==> config.mk <==
export PLATFORM = sky130hd
export DESIGN_NAME = fetch_stage_flat
export DESIGN_NICKNAME = d
export VERILOG_FILES = /design/src/rtl/rv_pipe_pkg.sv /design/src/rtl/fetch_stage_if.sv /design/src/rtl/fetch_fifo.sv /design/src/rtl/fetch_stage.sv /design/src/flat_wrapper.sv
export SDC_FILE = /design/constraint.sdc
export NUM_CORES = 1
export LEC_CHECK = 0
export CAP_MARGIN = 20
export CORE_MARGIN = 2
export CORE_UTILIZATION = 50
export CTS_CLUSTER_SIZE = 24
export DETAILED_ROUTE_END_ITERATION = 7
export HOLD_SLACK_MARGIN = 0.05
export PLACE_DENSITY = 0.74
export SETUP_SLACK_MARGIN = 0.1
export SLEW_MARGIN = 10
export SYNTH_ARGS = -nofsm -noshare
export SYNTH_HDL_FRONTEND = slang
export SYNTH_SLANG_ARGS = --single-unit
==> constraint.sdc <==
create_clock -name clk -period 11.1 [get_ports clk]
set_clock_uncertainty 0.1 [all_clocks]
set_input_delay 1.665 -clock clk [delete_from_list [all_inputs] [get_ports clk]]
set_output_delay 1.665 -clock clk [all_outputs]
set_load 0.005 [all_outputs]
==> src/rtl/rv_pipe_pkg.sv <==
// Shared types and constants for the RV64 pipeline front end.
package rv_pipe_pkg;
  localparam int XLEN = 64;
  localparam int ILEN = 32;
  localparam logic [ILEN-1:0] NOP_INSTR = 32'h00000013;

  // One fetched instruction together with the PC it was fetched from.
  typedef struct packed {
    logic [XLEN-1:0] pc;
    logic [ILEN-1:0] instr;
  } fetch_entry_t;
endpackage

==> src/rtl/fetch_stage_if.sv <==
// Instruction-memory port of the fetch stage.
//
// Handshake: a request transfers on a rising edge where imem_req_valid and
// imem_req_ready are both 1. Once valid is raised the fetch side keeps it and
// the address stable until the transfer (a redirect is the only exception).
// Responses carry no ready: imem_rsp_valid is a one-cycle strobe, responses
// come back in request order and must be taken when presented.
interface fetch_stage_if;
  import rv_pipe_pkg::*;

  logic            imem_req_valid;
  logic            imem_req_ready;
  logic [XLEN-1:0] imem_req_addr;
  logic            imem_rsp_valid;
  logic [ILEN-1:0] imem_rsp_data;

  // Fetch stage side.
  modport master (
    output imem_req_valid,
    output imem_req_addr,
    input  imem_req_ready,
    input  imem_rsp_valid,
    input  imem_rsp_data
  );

  // Instruction memory side.
  modport slave (
    input  imem_req_valid,
    input  imem_req_addr,
    output imem_req_ready,
    output imem_rsp_valid,
    output imem_rsp_data
  );
endinterface

==> src/rtl/fetch_fifo.sv <==
// Small synchronous FIFO of fetch entries; flush wins over push and pop.
module fetch_fifo
  import rv_pipe_pkg::*;
#(
  parameter int DEPTH = 2,
  parameter int CNT_W = 2
) (
  input  logic             clk,
  input  logic             rst,
  input  logic             push,
  input  logic             pop,
  input  logic             flush,
  input  fetch_entry_t     wdata,
  output fetch_entry_t     rdata,
  output logic             full,
  output logic             empty,
  output logic [CNT_W-1:0] count
);
  localparam int PTR_W = (DEPTH > 1) ? $clog2(DEPTH) : 1;

  fetch_entry_t     mem [DEPTH];
  logic [PTR_W-1:0] wrPtr;
  logic [PTR_W-1:0] rdPtr;
  logic             doPush;
  logic             doPop;

  function automatic logic [PTR_W-1:0] bump(input logic [PTR_W-1:0] p);
    return (p == PTR_W'(DEPTH - 1)) ? '0 : p + PTR_W'(1);
  endfunction

  assign full   = (count == CNT_W'(DEPTH));
  assign empty  = (count == '0);
  assign rdata  = mem[rdPtr];
  assign doPop  = pop && !flush && !empty;
  assign doPush = push && !flush && (!full || doPop);

  // Pointer and occupancy bookkeeping.
  always_ff @(posedge clk or negedge rst) begin
    if (!rst) begin
      wrPtr <= '0;
      rdPtr <= '0;
      count <= '0;
    end else if (flush) begin
      wrPtr <= '0;
      rdPtr <= '0;
      count <= '0;
    end else begin
      if (doPush) wrPtr <= bump(wrPtr);
      if (doPop)  rdPtr <= bump(rdPtr);
      count <= count + CNT_W'(doPush) - CNT_W'(doPop);
    end
  end

  // Entry storage; contents are only meaningful below count, so no reset.
  always_ff @(posedge clk) begin
    if (doPush) mem[wrPtr] <= wdata;
  end

  // The producer's credit scheme must never push into a full FIFO.
  overflowChk: assert property (@(posedge clk) disable iff (!rst)
    !(push && !flush && full && !pop));
endmodule

==> src/rtl/fetch_stage.sv <==
// Instruction fetch stage: PC register, in-order imem requests, response
// buffering, squash of stale responses after a redirect, and the F/D register.
module fetch_stage
  import rv_pipe_pkg::*;
#(
  parameter logic [XLEN-1:0] RESET_PC   = 64'h0,
  parameter int              FIFO_DEPTH = 2,
  parameter int              CNT_W      = 2
) (
  input  logic             clk,
  input  logic             rst,
  input  logic             StallD,
  input  logic             PCSF,
  input  logic [XLEN-1:0]  PCTargetD,
  fetch_stage_if.master    imem,
  output logic [ILEN-1:0]  InstrD,
  output logic [XLEN-1:0]  PCD,
  output logic [XLEN-1:0]  PCPlus4D,
  output logic             ValidD
);
  localparam logic [CNT_W:0] CREDITS = (CNT_W + 1)'(FIFO_DEPTH);

  logic [XLEN-1:0]  pcF;
  logic [XLEN-1:0]  reqAddr;
  logic [XLEN-1:0]  redirectPc;
  logic [CNT_W-1:0] inflight;
  logic [CNT_W-1:0] entCount;
  logic [CNT_W-1:0] dropCnt;
  logic [CNT_W:0]   used;
  logic             tagFull, tagEmpty, entFull, entEmpty;
  logic             reqValid, reqFire, rspCounted, keep;
  logic             entPush, entPop, loadValid;
  fetch_entry_t     tagWr, tagHead, rspEntry, entHead, loadEntry;

  // Word-align the fetch address and the redirect target.
  always_comb begin
    reqAddr          = pcF;
    reqAddr[1:0]     = 2'b00;
    redirectPc       = PCTargetD;
    redirectPc[1:0]  = 2'b00;
  end

  // Credits cover everything in flight plus everything buffered, so a
  // response can always be parked in the FIFO without overflow.
  assign used       = {1'b0, inflight} + {1'b0, entCount};
  assign reqValid   = rst && !PCSF && (used < CREDITS) && !tagFull && !entFull;
  assign reqFire    = reqValid && imem.imem_req_ready;

  // The tag queue occupancy is the in-flight count; a response with nothing
  // in flight (e.g. a leftover after reset) is ignored outright.
  assign rspCounted = imem.imem_rsp_valid && !tagEmpty;
  assign keep       = rspCounted && (dropCnt == '0) && !PCSF;

  assign imem.imem_req_valid = reqValid;
  assign imem.imem_req_addr  = reqAddr;

  // Pair the returned instruction with the PC at the head of the tag queue.
  always_comb begin
    rspEntry       = tagHead;
    rspEntry.instr = imem.imem_rsp_data;
  end

  assign tagWr = '{pc: pcF, instr: '0};

  fetch_fifo #(.DEPTH(FIFO_DEPTH), .CNT_W(CNT_W)) u_tagQ (
    .clk   (clk),
    .rst   (rst),
    .push  (reqFire),
    .pop   (rspCounted),
    .flush (1'b0),
    .wdata (tagWr),
    .rdata (tagHead),
    .full  (tagFull),
    .empty (tagEmpty),
    .count (inflight)
  );

  // Kept responses bypass straight into F/D when nothing is buffered ahead
  // of them and decode is taking; otherwise they queue up.
  assign entPush   = keep && (StallD || !entEmpty);
  assign entPop    = !PCSF && !StallD && !entEmpty;
  assign loadEntry = entEmpty ? rspEntry : entHead;
  assign loadValid = !entEmpty || keep;

  fetch_fifo #(.DEPTH(FIFO_DEPTH), .CNT_W(CNT_W)) u_instrQ (
    .clk   (clk),
    .rst   (rst),
    .push  (entPush),
    .pop   (entPop),
    .flush (PCSF),
    .wdata (rspEntry),
    .rdata (entHead),
    .full  (entFull),
    .empty (entEmpty),
    .count (entCount)
  );

  // PC register: redirect replaces it, an accepted request advances it.
  always_ff @(posedge clk or negedge rst) begin
    if (!rst) begin
      pcF <= RESET_PC;
    end else if (PCSF) begin
      pcF <= redirectPc;
    end else if (reqFire) begin
      pcF <= pcF + 64'd4;
    end
  end

  // Drop counter: on redirect every still-outstanding response is stale.
  always_ff @(posedge clk or negedge rst) begin
    if (!rst) begin
      dropCnt <= '0;
    end else if (PCSF) begin
      dropCnt <= inflight - CNT_W'(rspCounted);
    end else if (rspCounted && (dropCnt != '0)) begin
      dropCnt <= dropCnt - CNT_W'(1);
    end
  end

  // F/D register: redirect clears it, stall holds it, otherwise load or bubble.
  always_ff @(posedge clk or negedge rst) begin
    if (!rst) begin
      InstrD   <= NOP_INSTR;
      PCD      <= '0;
      PCPlus4D <= '0;
      ValidD   <= 1'b0;
    end else if (PCSF) begin
      InstrD <= NOP_INSTR;
      ValidD <= 1'b0;
    end else if (!StallD) begin
      if (loadValid) begin
        InstrD   <= loadEntry.instr;
        PCD      <= loadEntry.pc;
        PCPlus4D <= loadEntry.pc + 64'd4;
        ValidD   <= 1'b1;
      end else begin
        InstrD <= NOP_INSTR;
        ValidD <= 1'b0;
      end
    end
  end
endmodule
==> src/flat_wrapper.sv <==
// flat-port wrapper written by rule: the top's interface ports become plain ports
module fetch_stage_flat import rv_pipe_pkg::*;
#(
  parameter logic [XLEN-1:0] RESET_PC   = 64'h0,
  parameter int              FIFO_DEPTH = 2,
  parameter int              CNT_W      = 2
)
  (clk, rst, StallD, PCSF, PCTargetD, InstrD, PCD, PCPlus4D, ValidD, imem_imem_req_valid, imem_imem_req_addr, imem_imem_req_ready, imem_imem_rsp_valid, imem_imem_rsp_data);
  fetch_stage_if imem_i ();
  input  logic clk;
  input  logic rst;
  input  logic StallD;
  input  logic PCSF;
  input  logic [XLEN-1:0] PCTargetD;
  output logic [ILEN-1:0] InstrD;
  output logic [XLEN-1:0] PCD;
  output logic [XLEN-1:0] PCPlus4D;
  output logic ValidD;
  output wire logic [$bits(imem_i.imem_req_valid)-1:0] imem_imem_req_valid;
  output wire logic [$bits(imem_i.imem_req_addr)-1:0] imem_imem_req_addr;
  input wire logic [$bits(imem_i.imem_req_ready)-1:0] imem_imem_req_ready;
  input wire logic [$bits(imem_i.imem_rsp_valid)-1:0] imem_imem_rsp_valid;
  input wire logic [$bits(imem_i.imem_rsp_data)-1:0] imem_imem_rsp_data;
  assign imem_imem_req_valid = imem_i.imem_req_valid;
  assign imem_imem_req_addr = imem_i.imem_req_addr;
  assign imem_i.imem_req_ready = imem_imem_req_ready;
  assign imem_i.imem_rsp_valid = imem_imem_rsp_valid;
  assign imem_i.imem_rsp_data = imem_imem_rsp_data;
  fetch_stage #(.RESET_PC(RESET_PC), .FIFO_DEPTH(FIFO_DEPTH), .CNT_W(CNT_W)) u_core (.clk(clk), .rst(rst), .StallD(StallD), .PCSF(PCSF), .PCTargetD(PCTargetD), .imem(imem_i), .InstrD(InstrD), .PCD(PCD), .PCPlus4D(PCPlus4D), .ValidD(ValidD));
endmodule
# == Word-level counts from Yosys, hierarchy flattened ==
# Memories as Yosys holds them, arrays and structs flattened.
# Index checks and enable logic that the tools add are counted.
# totals
ff_bits,235
mem_bits_rw,320
inputBits,102
out_inout_bits,226
wordCells,94
memories,2
# mem_list
name,depth,word_bits,rd,rd_clocked_by_memory_dff,wr,line,rtl
u_core.u_instrQ.mem,2,96,1,0,1,fetch_fifo.sv:21,fetch_entry_t mem [DEPTH];
u_core.u_tagQ.mem,2,64,1,0,1,fetch_fifo.sv:21,
# op_classes
n_addsub,13
magnitude_cmp,1
eq_ne,3
mux,24
bitwise_logic,2
reduce_logical,37
# op_table
operator,count
"adder 64 x 3 -> 64 bit, second input constant",2
2-to-1 mux 64 bit,2
2-to-1 mux 32 bit,3
2-to-1 mux 96 bit,1
logical AND 1 bit,18
2-to-1 mux 1 bit,15
nonzero test 2 bit,5
logical NOT 1 bit,6
logical NOT 2 bit,3
2-to-1 mux 2 bit,3
subtractor 2 x 1 -> 2 bit,3
"adder 1 bit, second input constant",4
adder 2 x 1 -> 2 bit,2
"equality test 2 bit, second input constant",2
logical OR 1 bit,4
adder 2 x 2 -> 3 bit,1
"< comparator 3 x 2 -> 1 bit, second input constant",1
AND reduction 3 bit,1
"!= test 2 x 1 -> 1 bit, second input constant",1
inverter 1 bit,2
"subtractor 2 x 1 -> 2 bit, second input constant",1

# == Logic depth before layout (Yosys ltp) ==
# logic_depth
ltp_word,11
ltp_mapped,16
mapped_depth_nobuf,11

# == Cells and area by module ==
# From an unflattened synthesis, not the netlist that was laid out.
# hier_totals
cells_unflattened,2101
area_unflattened_um2,27452.6
# by_module_without_submodules
module,n_inst,cells_per_inst,area_each_um2,seq_area_each_um2
fetch_fifo,2,328,7294.5,5865.6
fetch_stage,1,1445,12863.6,5584.1

# == Least setup slack after synthesis ==
# No wires, ideal clock.
# synth_timing
path_type,input to register
startpoint,input StallD
endpoint,"memory u_core.u_instrQ.mem[0][0] (netlist bit), enable pin"
setup_ns,0.547
arrival_ns,6.370
required_time_ns,10.453
path_slack_ns,4.082
cell_stages,6
path_buffers,1
cell_sequence,clkbuf_1 xor2_1 nor2_1 nor3_1 inv_1 nor2_1
# synth_via
elab_chain_cells,9
word_cells_on_any_way,12
classes_between,mux (2); reduce/logical (10)
# synth_lines
item,line,rtl
start: declaration,flat_wrapper.sv:12,input logic StallD;
logical NOT 1 bit,fetch_stage.sv:81,assign entPop = !PCSF && !StallD && !entEmpty;
logical AND 1 bit (2 in series),fetch_stage.sv:81,
logical AND 1 bit (2 in series),fetch_fifo.sv:34,assign doPop = pop && !flush && !empty;
logical OR 1 bit,fetch_fifo.sv:35,assign doPush = push && !flush && (!full || doPop);
logical AND 1 bit (*),fetch_fifo.sv:35,
2-to-1 mux 1 bit (*),fetch_fifo.sv:56,if (doPush) mem[wrPtr] <= wdata;
2-to-1 mux 1 bit (implied by the code) (*),fetch_fifo.sv:56,
end: declaration,fetch_fifo.sv:21,
# Every way passes the cells marked *; elsewhere a longest branch is shown, timed or not.

==> results.toml <==
[pwr]
total_power_mw = 6.32
power_density_nw_per_um2 = 210
power_switching_share_pct = 30.2
combinationalPowerShare_pct = 27.3
sequentialPowerShare_pct = 43.7
p_leak_nw = 11.0
irDropWorstVdd_uv = 130
power.switching_mw = 1.91
clock_power_share_pct = 29.0
internal_power_mw = 4.41

[synth]
syn_area_per_cell_um2 = 11.7
yosys_register_bits = 541
mappedNetlistArea_um2 = 24600
yosys_warnings = 0
synth_largest_area_cell = "edfxtp_1"
synth-edff-count = 312
postSynth.asyncResetShare_pct = 42.3
synth.lib_cells_used.distinct = 83
sequential_cell_area_fraction_in_the_yosys_report_pct = 61.3
synth_flop_cell = "edfxtp_1"
mapped_cells = 2109
synth_top_cells_by_area = "edfxtp_1 (38%), dfrtp_1 (23%), nand2_1 (5.6%)"
yosysTopAreaCellShare_pct = 38.0

[sta]
maxSlewHeadroom_pct = 30.0
finalHoldViolCount = 0
setup_tns_ns = 0
maxClockFrequency_ghz = 0.201
rsz_0062_raised_after_global_routing = "false"
timing.hold.ws_ns = 0.375
timing_max_transition_violations_final = 0
worst_slew_pin_slew_ns = 1.05
min_period_over_period_pct = 44.9
time_the_worst_path_needs_with_i_o_delays_and_setup_ns = 4.99
setup_viol_count_final = 0

[route]
detailedRoute.firstIterationViolations = 1532
num_vias = 17800
final_ant_viol_nets = 0
vias_per_cell = 5.72
detailedRoute.firstPassIterationCount = 6
wl_per_cell_um = 20.9
routed_wirelength_um = 65100
drc = 0

[critical_path]
worst-r2r-cell-count = 10
critical_path_required_ns = 11.54
critPathArrivalTime_ns = 5.42
cpMostUsedCell = "buf_4"
critPathSlowestCell = "buf_4"
critPathCaptureType = "flip-flop"
critPathKind = "flip-flop to flip-flop"
worst_r2r_endpoint = "u_core.PCPlus4D[60]"
r2r_slack_ns = 6.11
path_max_fanout = 66
timing.critical_path.to = "u_core.PCPlus4D[60]"
crit-reg2reg-launch = "u_core.u_instrQ.rdPtr"
largest_stage_delay_worst_path_ns = 0.84
worstSetupStartpoint = "u_core.u_instrQ.rdPtr"
path_cells = "buf_4, buf_4, mux2i_1, o21ai_0, ha_1, o2111ai_1, nor2_1, nand3_1, or4_1, a31oi_1"
worst_setup_path_start_kind = "flip-flop"

[clocking]
htree_num_levels = 2
cts_hold_bufs = 0
post_cts_resize_count = 0
clk_latency_ns = 0.61
post_cts_buffers = 0
cts.root.buffer_cell = "clkbuf_16"
cts-buffers-inserted = 56
cts.path.max_buffers = 3
cts_num_sinks = 541
clkSlewWorstSetupHoldPaths_ns = 0.06
tritoncts = "done"

[floorplan]
die_area_um2 = 51100
design.portCount = 328
die_height_um = 226
core_um2 = 48800
core.rowCount = 81
die_width_um = 226
start_util_pct = 50.5

[final_layout]
diodes = 0
stdcell_area_um2 = 30100
layout.nets = 2507
final-instance-count-excl-fill = 3107
n_fill_cell = 3903
layout-area-overhead-vs-synth_pct = 22.3
most_frequent_cells_in_the_layout = "nand2_1 (369), clkdlybuf4s50_1 (317), edfxtp_1 (312)"
share_of_cells_above_drive_strength_1_pct = 10.6
mostFrequentLayoutCell = "nand2_1"

[global_routing]
grt_antenna_before_repair = 1
grt_pass1_vias = 17200
grt.total_usage_pct = 25.3
grt_overflow_total = 0
first_pass_grt_wire_length_um = 99200
grt_start_max_net_pins = 115

[placement]
port-buffer-count = 319
gp_congestion = 0.905
place_inst = 3002
dpl-instance-area_um2 = 28300
place.detailed.hpwl_um = 45700

[job]
timing.max_cap.violations = 0

[status]
status = "finished clean"

[worst_hold_path]
worstHoldPathCells = 2
hp-class = "flip-flop to flip-flop"
## logic make-up after synthesis
logic type,after synthesis,synth area share (%)
other cells,1,0.0152
flops,541,61.3
fa+ha+maj,9,0.487
compound gates,376,9.08
mux,189,8.24
xor+xnor,95,3.38
simple gates,754,14.8
buf+inv,144,2.76
## power by group through the flow
stage	clock network, mW	logic [mW]	registers (mW)
after floorplan	0	0.847	2.73
after global placement	0	1.68	2.78
after detailed placement	0	1.71	2.80
after CTS	1.87	1.72	2.76
after global routing	1.94	1.88	2.80
final	1.84	1.72	2.76
## worst max-delay path, delay by kind of cell (launching register included)
family / cells / cell delay (ns)
AO/OA/AOI/OAI: 3 / 0.79
adder cells (fa/ha/maj): 1 / 0.34
buffers and inverters: 2 / 1.39
flip-flops: 1 / 0.81
multiplexers: 1 / 0.16
AND/OR/NAND/NOR: 3 / 1.27
## worst min-delay path by stage
stage | to | startpoint
final | u_core.PCPlus4D[3] | u_core.PCPlus4D[3]
after floorplan | u_core.u_tagQ.wrPtr | u_core.u_tagQ.wrPtr
after CTS | u_core.PCPlus4D[3] | u_core.PCPlus4D[3]
after global routing | u_core.PCD[57] | u_core.PCD[57]
after detailed placement | u_core.PCPlus4D[3] | u_core.PCPlus4D[3]
after global placement | u_core.InstrD[25] | u_core.InstrD[25]
## cell usage after synthesis (5+ instances only)
cell,number
and3b_1,5
clkbuf_1,57
edfxtp_1,312
o21ai_1,15
nand4_1,34
and3_1,22
or4_1,5
buf_4,14
o311ai_0,8
a211oi_1,8
xnor2_1,57
ha_1,8
buf_6,8
a31oi_1,14
nand2_1,369
nand2b_1,10
dfrtp_1,226
a311oi_1,5
buf_1,16
buf_2,22
a21oi_1,73
a22oi_1,5
and4_1,13
nor2b_1,9
xor2_1,38
nand3b_1,25
nor2_1,109
o211ai_1,12
nand3_1,73
inv_1,27
o221ai_1,5
or3_1,11
nor3_1,19
nand4b_1,6
nor4_1,8
mux2i_1,78
mux2_2,109
nor4_2,5
o22ai_1,10
and2_1,10
o21ai_0,175
## flip-flops by register name (all words and copies together) (netlist names)
signal	flops
u_core.dropCnt	2
u_core.ValidD	1
u_core.PCD	62
u_core.u_instrQ.mem	188
u_core.u_tagQ.count	2
u_core.u_tagQ.rdPtr	1
u_core.u_instrQ.count	2
u_core.PCPlus4D	62
u_core.u_tagQ.wrPtr	1
u_core.u_instrQ.rdPtr	1
u_core.u_tagQ.mem	124
u_core.InstrD	32
u_core.u_instrQ.wrPtr	1
u_core.pcF	62
## final cells by class
cell class                      instances  area, um2  area share, %
Tap cell                              664        831           2.76
Clock buffer                           69       1500           4.98
Clock inverter                         36        308           1.02
Timing Repair Buffer                  341       3360           11.1
Multi-Input combinational cell       1429       8940           29.6
Sequential cell                       541      15100           50.1
Inverter                               27        101          0.336
## layer usage
| layer | wire [um] | part of all wire [%] | global-route usage [%] | vias to the layer above |
|---|---|---|---|---|
| met1 | 28800 | 44 | 36.6 | 8654 |
| met2 | 28700 | 44 | 38.0 | 779 |
| li1 | - | - | - | 8241 |
| met4 | 1890 | 2.9 | 8.45 | 0 |
| met3 | 5680 | 8.7 | 5.62 | 105 |
| met5 | 0 | 0 | 0 | - |
## through the flow
| stage | setup slack [ns] | utilization, % |
|---|---|---|
| 3_5_place_dp | 5.73 | 58.0 |
| 6_report | 6.11 | 61.7 |
| 3_3_place_gp | 5.83 | 58.0 |
| 2_1_floorplan | 4.08 | - |
| 5_1_grt | 5.79 | 61.7 |
| 4_1_cts | 6.10 | 61.7 |
Power figures use the tool's default switching activity.
